$ cat src/rtl/two24_sat_buf.sv
// two24_sat_buf: consumer for a free-running TWO24 SIMD add/sub DSP stage.
// Samples are tracked through the DSP with a valid delay line, clamped per
// 24-bit lane on carry, counted, and stored in a credit-managed FWFT FIFO.
// Credits guarantee that every sample in the DSP pipeline has a FIFO slot
// when it emerges, because the DSP cannot be stalled.

// Per-lane saturation logic and sticky event counter.
module two24_sat_lane #(
    parameter int SAT_MODE = 1,
    parameter int CNT_W    = 16
) (
    input  logic             clk_i,
    input  logic             rst_n_i,
    input  logic             arrive,
    input  logic             clr,
    input  logic [23:0]      p,
    input  logic             carry,
    output logic [23:0]      lane,
    output logic             ev,
    output logic [CNT_W-1:0] cnt
);

    // Event detect and clamp; subtract saturates on borrow (carry low).
    always_comb begin
        ev   = (SAT_MODE == 2) ? ~carry : carry;
        lane = p;
        if (SAT_MODE == 1 && ev)
            lane = 24'hFFFFFF;
        else if (SAT_MODE == 2 && ev)
            lane = 24'h000000;
    end

    // Sticky counter; a clear still records an event landing in the same cycle.
    always_ff @(posedge clk_i or negedge rst_n_i) begin
        if (!rst_n_i)
            cnt <= '0;
        else if (clr)
            cnt <= CNT_W'(arrive & ev);
        else if (arrive && ev && cnt != '1)
            cnt <= cnt + 1'b1;
    end

endmodule

module two24_sat_buf #(
    parameter int LATENCY  = 2,
    parameter int SAT_MODE = 1,
    parameter int FIFO_AW  = 2,
    parameter int CNT_W    = 16
) (
    input  logic             clk_i,
    input  logic             rst_n_i,
    input  logic             in_valid_i,
    output logic             in_ready_o,
    input  logic [47:0]      P_i,
    input  logic [1:0]       CARRY_i,
    output logic [47:0]      out_data_o,
    output logic [1:0]       out_ovf_o,
    output logic             out_valid_o,
    input  logic             out_ready_i,
    input  logic             clr_cnt_i,
    output logic [CNT_W-1:0] sat_cnt0_o,
    output logic [CNT_W-1:0] sat_cnt1_o
);

    localparam int DEPTH = 2 ** FIFO_AW;
    localparam int CW    = FIFO_AW + 1;
    localparam int AW_S  = (FIFO_AW > 0) ? FIFO_AW : 1;

    logic                    accept, arrive, pop;
    logic [LATENCY:1]        vld_pipe;
    logic [CW-1:0]           inflight, fifo_count;
    logic [CW:0]             credit_sum;
    logic [1:0][23:0]        lane_data;
    logic [1:0]              ev;
    logic [1:0][CNT_W-1:0]   sat_cnt;
    logic [DEPTH-1:0][49:0]  mem;
    logic [AW_S-1:0]         wr_ptr, rd_ptr;
    logic [49:0]             head;

    // Credits: every accepted sample owns a slot from accept until pop.
    assign credit_sum  = {1'b0, fifo_count} + {1'b0, inflight};
    assign in_ready_o  = rst_n_i & (credit_sum < (CW+1)'(DEPTH));
    assign accept      = in_valid_i & in_ready_o;
    assign arrive      = vld_pipe[LATENCY];
    assign out_valid_o = (fifo_count != '0);
    assign pop         = out_valid_o & out_ready_i;

    // Valid delay line mirrors the DSP register stages; it never stalls.
    always_ff @(posedge clk_i or negedge rst_n_i) begin
        if (!rst_n_i) begin
            vld_pipe <= '0;
        end else begin
            vld_pipe[1] <= accept;
            for (int i = 2; i <= LATENCY; i++)
                vld_pipe[i] <= vld_pipe[i-1];
        end
    end

    // In-flight and occupancy counters, updated together each cycle.
    always_ff @(posedge clk_i or negedge rst_n_i) begin
        if (!rst_n_i) begin
            inflight   <= '0;
            fifo_count <= '0;
        end else begin
            inflight   <= inflight + CW'(accept) - CW'(arrive);
            fifo_count <= fifo_count + CW'(arrive) - CW'(pop);
        end
    end

    for (genvar k = 0; k < 2; k++) begin : g_lane
        two24_sat_lane #(.SAT_MODE(SAT_MODE), .CNT_W(CNT_W)) u_lane (
            .clk_i   (clk_i),
            .rst_n_i (rst_n_i),
            .arrive  (arrive),
            .clr     (clr_cnt_i),
            .p       (P_i[24*k +: 24]),
            .carry   (CARRY_i[k]),
            .lane    (lane_data[k]),
            .ev      (ev[k]),
            .cnt     (sat_cnt[k])
        );
    end

    assign sat_cnt0_o = sat_cnt[0];
    assign sat_cnt1_o = sat_cnt[1];

    // FIFO storage and pointers; push on arrive, pop on handshake.
    always_ff @(posedge clk_i or negedge rst_n_i) begin
        if (!rst_n_i) begin
            mem    <= '0;
            wr_ptr <= '0;
            rd_ptr <= '0;
        end else begin
            if (arrive) begin
                mem[wr_ptr] <= {ev, lane_data};
                wr_ptr      <= (wr_ptr == AW_S'(DEPTH-1)) ? '0 : wr_ptr + 1'b1;
            end
            if (pop)
                rd_ptr <= (rd_ptr == AW_S'(DEPTH-1)) ? '0 : rd_ptr + 1'b1;
        end
    end

    assign head       = mem[rd_ptr];
    assign out_data_o = head[47:0];
    assign out_ovf_o  = head[49:48];

    // The credit rule makes an arrive into a full FIFO impossible.
    always_ff @(posedge clk_i) begin
        if (rst_n_i && arrive)
            assert (fifo_count < CW'(DEPTH));
    end

endmodule

$ cat config.mk
export PLATFORM = sky130hd
export DESIGN_NAME = two24_sat_buf
export DESIGN_NICKNAME = d
export VERILOG_FILES = /design/src/rtl/two24_sat_buf.sv
export SDC_FILE = /design/constraint.sdc
export NUM_CORES = 1
export LEC_CHECK = 0
export CAP_MARGIN = 20
export CELL_PAD_IN_SITES_DETAIL_PLACEMENT = 1
export CELL_PAD_IN_SITES_GLOBAL_PLACEMENT = 1
export CORE_ASPECT_RATIO = 1.5
export CORE_MARGIN = 8
export CORE_UTILIZATION = 41
export CTS_BUF_LIST = sky130_fd_sc_hd__clkbuf_8
export DETAILED_ROUTE_END_ITERATION = 10
export PLACE_DENSITY = 0.85
export SLEW_MARGIN = 10
export SYNTH_ARGS = -nofsm -noshare
export SYNTH_HDL_FRONTEND = slang
export SYNTH_SLANG_ARGS = --single-unit
$ cat constraint.sdc
create_clock -name clk_i -period 2.3 [get_ports clk_i]
set_input_delay 0.46 -clock clk_i [delete_from_list [all_inputs] [get_ports clk_i]]
set_output_delay 0.46 -clock clk_i [all_outputs]
set_load 0.1 [all_outputs]
==> results of run 1 <==
==> worst register-to-register path: stages, from the launching register on <==
cell and delay [ns]:
dfrtp_1 0.38, ha_1 0.28, or4b_4 0.50, a31oi_4 0.19, buf_4 0.14, buf_6 0.07
and2_4 0.15, ha_4 0.13, inv_2 0.03, fa_2 0.34, xnor2_2 0.15, xnor2_1 0.12
==> routing by layer <==
| layer | routed length (µm) | global-route usage (%) | share of wire [%] | up-vias |
|---|---|---|---|---|
| met2 | 17500 | 36.7 | 55 | 194 |
| li1 | - | - | - | 3914 |
| met1 | 12200 | 22.6 | 38 | 4452 |
| met4 | 1110 | 8.29 | 3.5 | 0 |
| met3 | 1260 | 3.68 | 3.9 | 75 |
| met5 | 0 | 0 | 0 | - |
==> power groups by stage <==
stage / sequential [mW] / clock, mW / combinational, mW
6_report: 6.60 / 3.75 / 11.8
3_3_place_gp: 6.50 / 0 / 11.0
2_1_floorplan: 6.42 / 0 / 7.28
5_1_grt: 6.77 / 4.03 / 12.4
3_5_place_dp: 6.66 / 0 / 11.2
4_1_cts: 6.58 / 3.85 / 12.0
==> sequential cells by signal, summed over array words and instances (netlist names) <==
register,flops
rd_ptr,2
wr_ptr,2
g_lane.u_lane.cnt,32
inflight,3
fifo_count,3
vld_pipe,2
mem,200
==> worst paths after layout <==
kind	from	to	slack, ns	cells after the start
max reg2reg	inflight[2]$_DFF_PN0_	inflight[2]$_DFF_PN0_	-0.29	11
min in group clk_i	vld_pipe[1]$_DFF_PN0_	vld_pipe[2]$_DFF_PN0_	0.36	0
max	inflight[2]$_DFF_PN0_	in_ready_o	-0.35	5
max in group asynchronous	rst_n_i	g_lane[0].u_lane.cnt[5]$_DFFE_PN0P_	0.62	3
min	rst_n_i	fifo_count[2]$_DFF_PN0_	0.06	2
min reg2reg	vld_pipe[1]$_DFF_PN0_	vld_pipe[2]$_DFF_PN0_	0.36	0
==> placed cells by master, fill, tap and decap left out, types with 8 or more instances in the layout <==
cell / instances
nor3_1: 15
ha_1: 9
nor2_1: 249
clkbuf_8: 49
or3_1: 9
nand4_1: 8
mux2_2: 13
inv_1: 25
nand2_1: 18
or4_1: 14
a21oi_1: 214
clkdlybuf4s50_1: 53
mux4_2: 50
o31ai_1: 9
dfrtp_2: 22
dfrtp_1: 221
o21ai_0: 14
buf_4: 69
nand3_1: 13
buf_12: 67
==> cell families after synthesis <==
group | count (synthesis)
fa+ha+maj | 15
compound gates | 246
mux | 63
simple gates | 359
buf+inv | 89
flops | 244
xor+xnor | 4
==> timing repair <==
item | in CTS | in global routing
gates resized for setup | 21 | 9
pin swaps | 7 | 6
gates cloned | 5 | 0
setup buffers | 20 | 5
endpoints found under the setup margin | 55 | 56
endpoints found under the hold margin | 0 | 0
==> cell type report <==
cell class	instances	area (µm²)	area share, %
flip-flops and latches	244	6140	42.5
clock buffers	49	674	4.67
clock inverters	18	108	0.745
well taps	337	422	2.92
repair buffers	200	2560	17.7
inverters	17	63.8	0.442
multi-input cells	687	4470	31.0
==> metrics by stage <==
stage / cell area (µm²) / std cells / total power, mW
global placement: 13300 / 1463 / 17.5
global route: 14400 / 1552 / 23.2
floorplan: 10900 / 1020 / 13.7
CTS: 14500 / 1554 / 22.4
finish: 14400 / 1552 / 22.2
detailed placement: 13300 / 1463 / 17.9
==> flow_summary.yaml, run 1 <==
place:
  numPortBuffers: 138
  gp_congestion: 0.801
  place.detailed.hpwl_mm: 21.0
  place_ws_ns: -0.109
layout:
  num-nets-final: 1260
  num-fill-cells: 2715
  drive_gt1_share_pct: 25.8
  n_antenna_cell: 0
  area_growth_pct: 33.2
  fin_util_pct: 55.1
grt:
  grt_max_degree: 179
  overflow: 0
  grt_pass1_wl_mm: 51.6
  antenna_found_initial: 0
  grt_usage_pct: 20.2
  grt_pass1_vias: 9607
detailed_routing:
  wirelength_mm: 32.0
  drt_first_pass_iters: 4
  drt-initial-drc-count: 445
  ant_nets: 0
  viasPerCell: 5.56
  vias: 8635
  post_drt_wl_per_cell_um: 20.6
  drc: 0
sta:
  period_minus_slack_ns: 2.65
  hold_violations: 0
  fin_skew_ns: 0.0124
  max_freq_ghz: 0.378
  setup_ws_ns: -0.347
  fin_setup_tns_ns: -12.54
  slew_violations: 0
  worstMarginPinSlew_ns: 1.01
  fin_hold_ws_ns: 0.0600
  setup_viol: 53
  period_share_pct: 115
  slew_headroom_pct: 33.0
  rsz0062_at_grt: "yes"
synthesis:
  synthCells: 1020
  avgSynthCellArea_um2: 10.6
  muxShareOfSynthArea_pct: 11.7
  synth-main-ff-cell: "dfrtp_1"
  ys_seq_elements: 244
  synth-simple-area-share_pct: 14.7
  synth_area_leaders: "dfrtp_1 56%, mux4_2 10%, a21oi_1 9.9%"
  synth.distinct_cells: 40
  synth.top_cell.area_share_pct: 56.4
  synth_compound_area_share_pct: 11.8
  synthTopCellsByCount: "249 x nor2_1, 244 x dfrtp_1, 214 x a21oi_1, 50 x clkbuf_1, 50 x mux4_2"
  synthXorXnorAreaFrac_pct: 0.323
  synthAdderAreaFrac_pct: 1.87
  yosys.area.top_type: "dfrtp_1"
  synth_edf_count: 0
  syn_nets: 1090
  async_flop_share_pct: 100
  syn_area_mm2: 0.0108
  yosys_warnings: 0
  ys_seq_area_share_pct: 56.4
  yosysMostFrequentCell: "nor2_1"
  synth_top_family_by_area: "simple AND/OR/NAND/NOR gates"
clocking:
  worstSkewPairLatency_ns: 0.55
  postCtsHoldBufs: 0
  cts-buffers-inserted: 40
  cts_tree: "yes"
  cts.sinks: 244
  cts.clk_slew.worst_paths_ns: 0.06
  htreeDepth: 2
  clk_path_buf_depth: 3
  clock-root-buffer: "clkbuf_8"
setup_path:
  critPathMaxFanout: 2
  cp_slowest_cell: "or4b_4"
  cp_num_buf_inv: 2
  cpPeakStageDelay_ns: 0.50
  worstPathRequired_ns: 1.84
  crit_path_end_kind: "output pin"
  worstPathCellList: "ha_1 -> or4b_4 -> a31oi_4 -> buf_6 -> buf_12"
  crit_family: "simple AND/OR/NAND/NOR gates"
  crit_type: "reg2out"
  critPathLaunchType: "register"
  worstPathArrival_ns: 2.19
floorplanning:
  dieWidth_um: 149
  ios: 139
  rows: 73
  core_area_mm2: 0.0262
  dieArea_mm2: 0.0320
  die_h_um: 215
  start_util_pct: 41.3
power:
  combPwrFrac_pct: 53.4
  switchingPower_mw: 9.68
  clkPwrFrac_pct: 16.9
  power.internal_mw: 12.5
  ir_drop_mv: 1.25
  swShare_pct: 43.6
  pwr-share-seq_pct: 29.7
  p_leak_nw: 5.65
  powerDensity_mw_per_mm2: 1540
run_status:
  status: "finished with violations"
  violations: "setup timing"
job:
  maxCapViolCount: 0
hold_path:
  hp-class: "in2async"
No activity file was read; power rests on OpenSTA's default activity.
==> inputs of run 2 (changes only) <==
--- a/config.mk
+++ b/config.mk
@@ -9,7 +9,7 @@
 export CELL_PAD_IN_SITES_DETAIL_PLACEMENT = 1
 export CELL_PAD_IN_SITES_GLOBAL_PLACEMENT = 1
 export CORE_ASPECT_RATIO = 1.5
-export CORE_MARGIN = 8
+export CORE_MARGIN = 3
 export CORE_UTILIZATION = 41
 export CTS_BUF_LIST = sky130_fd_sc_hd__clkbuf_8
 export DETAILED_ROUTE_END_ITERATION = 10
==> flow_summary.yaml, run 2 (synthesized netlist as in run 1, its figures left out) <==
clocking:
  clock-root-buffer: "clkbuf_8"
  worstSkewPairLatency_ns: 0.55
  htreeDepth: 2
  cts.clk_slew.worst_paths_ns: 0.06
  clk_path_buf_depth: 3
  cts.sinks: 244
  cts-buffers-inserted: 41
  cts_tree: "yes"
detailed_routing:
  viasPerCell: 5.58
  post_drt_wl_per_cell_um: 20.4
  wirelength_mm: 31.6
  ant_nets: 0
  drt_first_pass_iters: 4
  vias: 8643
  drt-initial-drc-count: 436
  drc: 0
sta:
  period_minus_slack_ns: 2.62
  slew_violations: 0
  fin_skew_ns: 0.0254
  setup_viol: 53
  rsz0062_at_grt: "yes"
  hold_violations: 0
  setup_ws_ns: -0.321
  fin_setup_tns_ns: -11.89
  worstMarginPinSlew_ns: 0.866
  period_share_pct: 114
  slew_headroom_pct: 42.2
  max_freq_ghz: 0.381
layout:
  area_growth_pct: 33.2
  fin_cells: 1549
  largest_reg_flops: 200
  top_regs: "mem (200), g_lane.u_lane.cnt (32)"
  fin_util_pct: 55.6
  final_cell_mix: "249 x nor2_1, 221 x dfrtp_1, 214 x a21oi_1"
  largest_register: "mem"
  final_common_cell: "nor2_1"
  n_antenna_cell: 0
  num-nets-final: 1255
  drive_gt1_share_pct: 25.1
power:
  clkPwrFrac_pct: 17.2
  ir_drop_mv: 1.09
  p_leak_nw: 5.68
  powerDensity_mw_per_mm2: 1540
  power.internal_mw: 12.5
  total_power_mw: 22.2
  switchingPower_mw: 9.75
  pwr-share-seq_pct: 30.0
  swShare_pct: 43.8
  combPwrFrac_pct: 52.8
place:
  place.detailed.hpwl_mm: 20.1
  numPortBuffers: 138
  gp_congestion: 0.786
  dp.cells: 1454
  place_ws_ns: -0.116
grt:
  grt_max_degree: 130
  antenna_found_initial: 0
  overflow: 0
  grt_pass1_vias: 9711
  grt_pass1_wl_mm: 51.9
  grt_usage_pct: 22.5
setup_path:
  cp_num_buf_inv: 2
  cpPeakStageDelay_ns: 0.50
  crit_path_end_kind: "output pin"
  worstPathCellList: "ha_1 -> or4b_4 -> a31oi_4 -> buf_6 -> buf_12"
  critPathMaxFanout: 2
  crit_family: "simple AND/OR/NAND/NOR gates"
  worstPathArrival_ns: 2.16
  worstPathRequired_ns: 1.84
  cp_slowest_cell: "or4b_4"
  crit_type: "reg2out"
  critPathLaunchType: "register"
job:
  maxCapViolCount: 0
floorplanning:
  start_util_pct: 41.8
  core_area_mm2: 0.0259
  dieArea_mm2: 0.0285
  dieWidth_um: 139
  die_h_um: 205
  ios: 139
  rows: 72
hold_path:
  hp-class: "in2async"
run_status:
  violations: "setup timing"
  status: "finished with violations"
run 2: area by class of cell:
cell class / instances / area [µm²]
clock buffer: 52 / 716
clock inverter: 22 / 95.1
sequential: 244 / 6140
multi-input combinational: 687 / 4480
inverter: 17 / 63.8
fill: 2703 / 11500
tap: 333 / 417
timing repair buffer: 194 / 2520
run 2: repair_timing:
item	4_1_cts	5_1_grt
buffers inserted	15	6
pin swaps	5	7
resized for setup	16	17
hold endpoints to repair	0	0
cloned	5	1
endpoints found under the setup margin	55	55
hold buffers	0	0
run 2: metrics by stage:
step | hold WS [ns] | instance area (µm²)
finish | 0.0301 | 14400
detailed placement | 0.336 | 13300
global route | 0.0708 | 14400
CTS | 0.0369 | 14400
global placement | 0.358 | 13300
floorplan | 0.164 | 10900
run 2: worst reg2reg max path: stages (launching register included):
cell     delay [ns]
dfrtp_1        0.38
ha_1           0.29
or4b_4         0.50
a31oi_4        0.18
buf_4          0.14
and2_4         0.15
ha_4           0.13
inv_2          0.03
fa_2           0.35
xnor2_2        0.15
xnor2_1        0.12
run 2: routing by layer:
layer	wire length [µm]	track usage, %
met3	1240	3.41
met5	0	0
met4	835	7.52
met1	12100	26.1
met2	17500	42.5
run 2: worst paths after layout:
path,startpoint,endpoint,slack (ns),depth (start not counted)
hold reg to reg,vld_pipe[1]$_DFF_PN0_,vld_pipe[2]$_DFF_PN0_,0.35,0
setup / recovery,fifo_count[2]$_DFF_PN0_,in_ready_o,-0.32,5
min in group clk_i,vld_pipe[1]$_DFF_PN0_,vld_pipe[2]$_DFF_PN0_,0.35,0
hold / removal,rst_n_i,mem[193]$_DFFE_PN0P_,0.03,2
setup reg to reg,fifo_count[2]$_DFF_PN0_,inflight[2]$_DFF_PN0_,-0.22,10
max in group asynchronous,rst_n_i,rd_ptr[1]$_DFFE_PN0P_,0.86,3
run 2: power groups by stage:
stage / clock network, mW / registers [mW] / logic, mW
floorplan: 0 / 6.42 / 7.28
global placement: 0 / 6.54 / 10.9
detailed placement: 0 / 6.69 / 11.1
CTS: 3.90 / 6.66 / 11.8
global route: 4.11 / 6.84 / 12.4
finish: 3.82 / 6.68 / 11.7
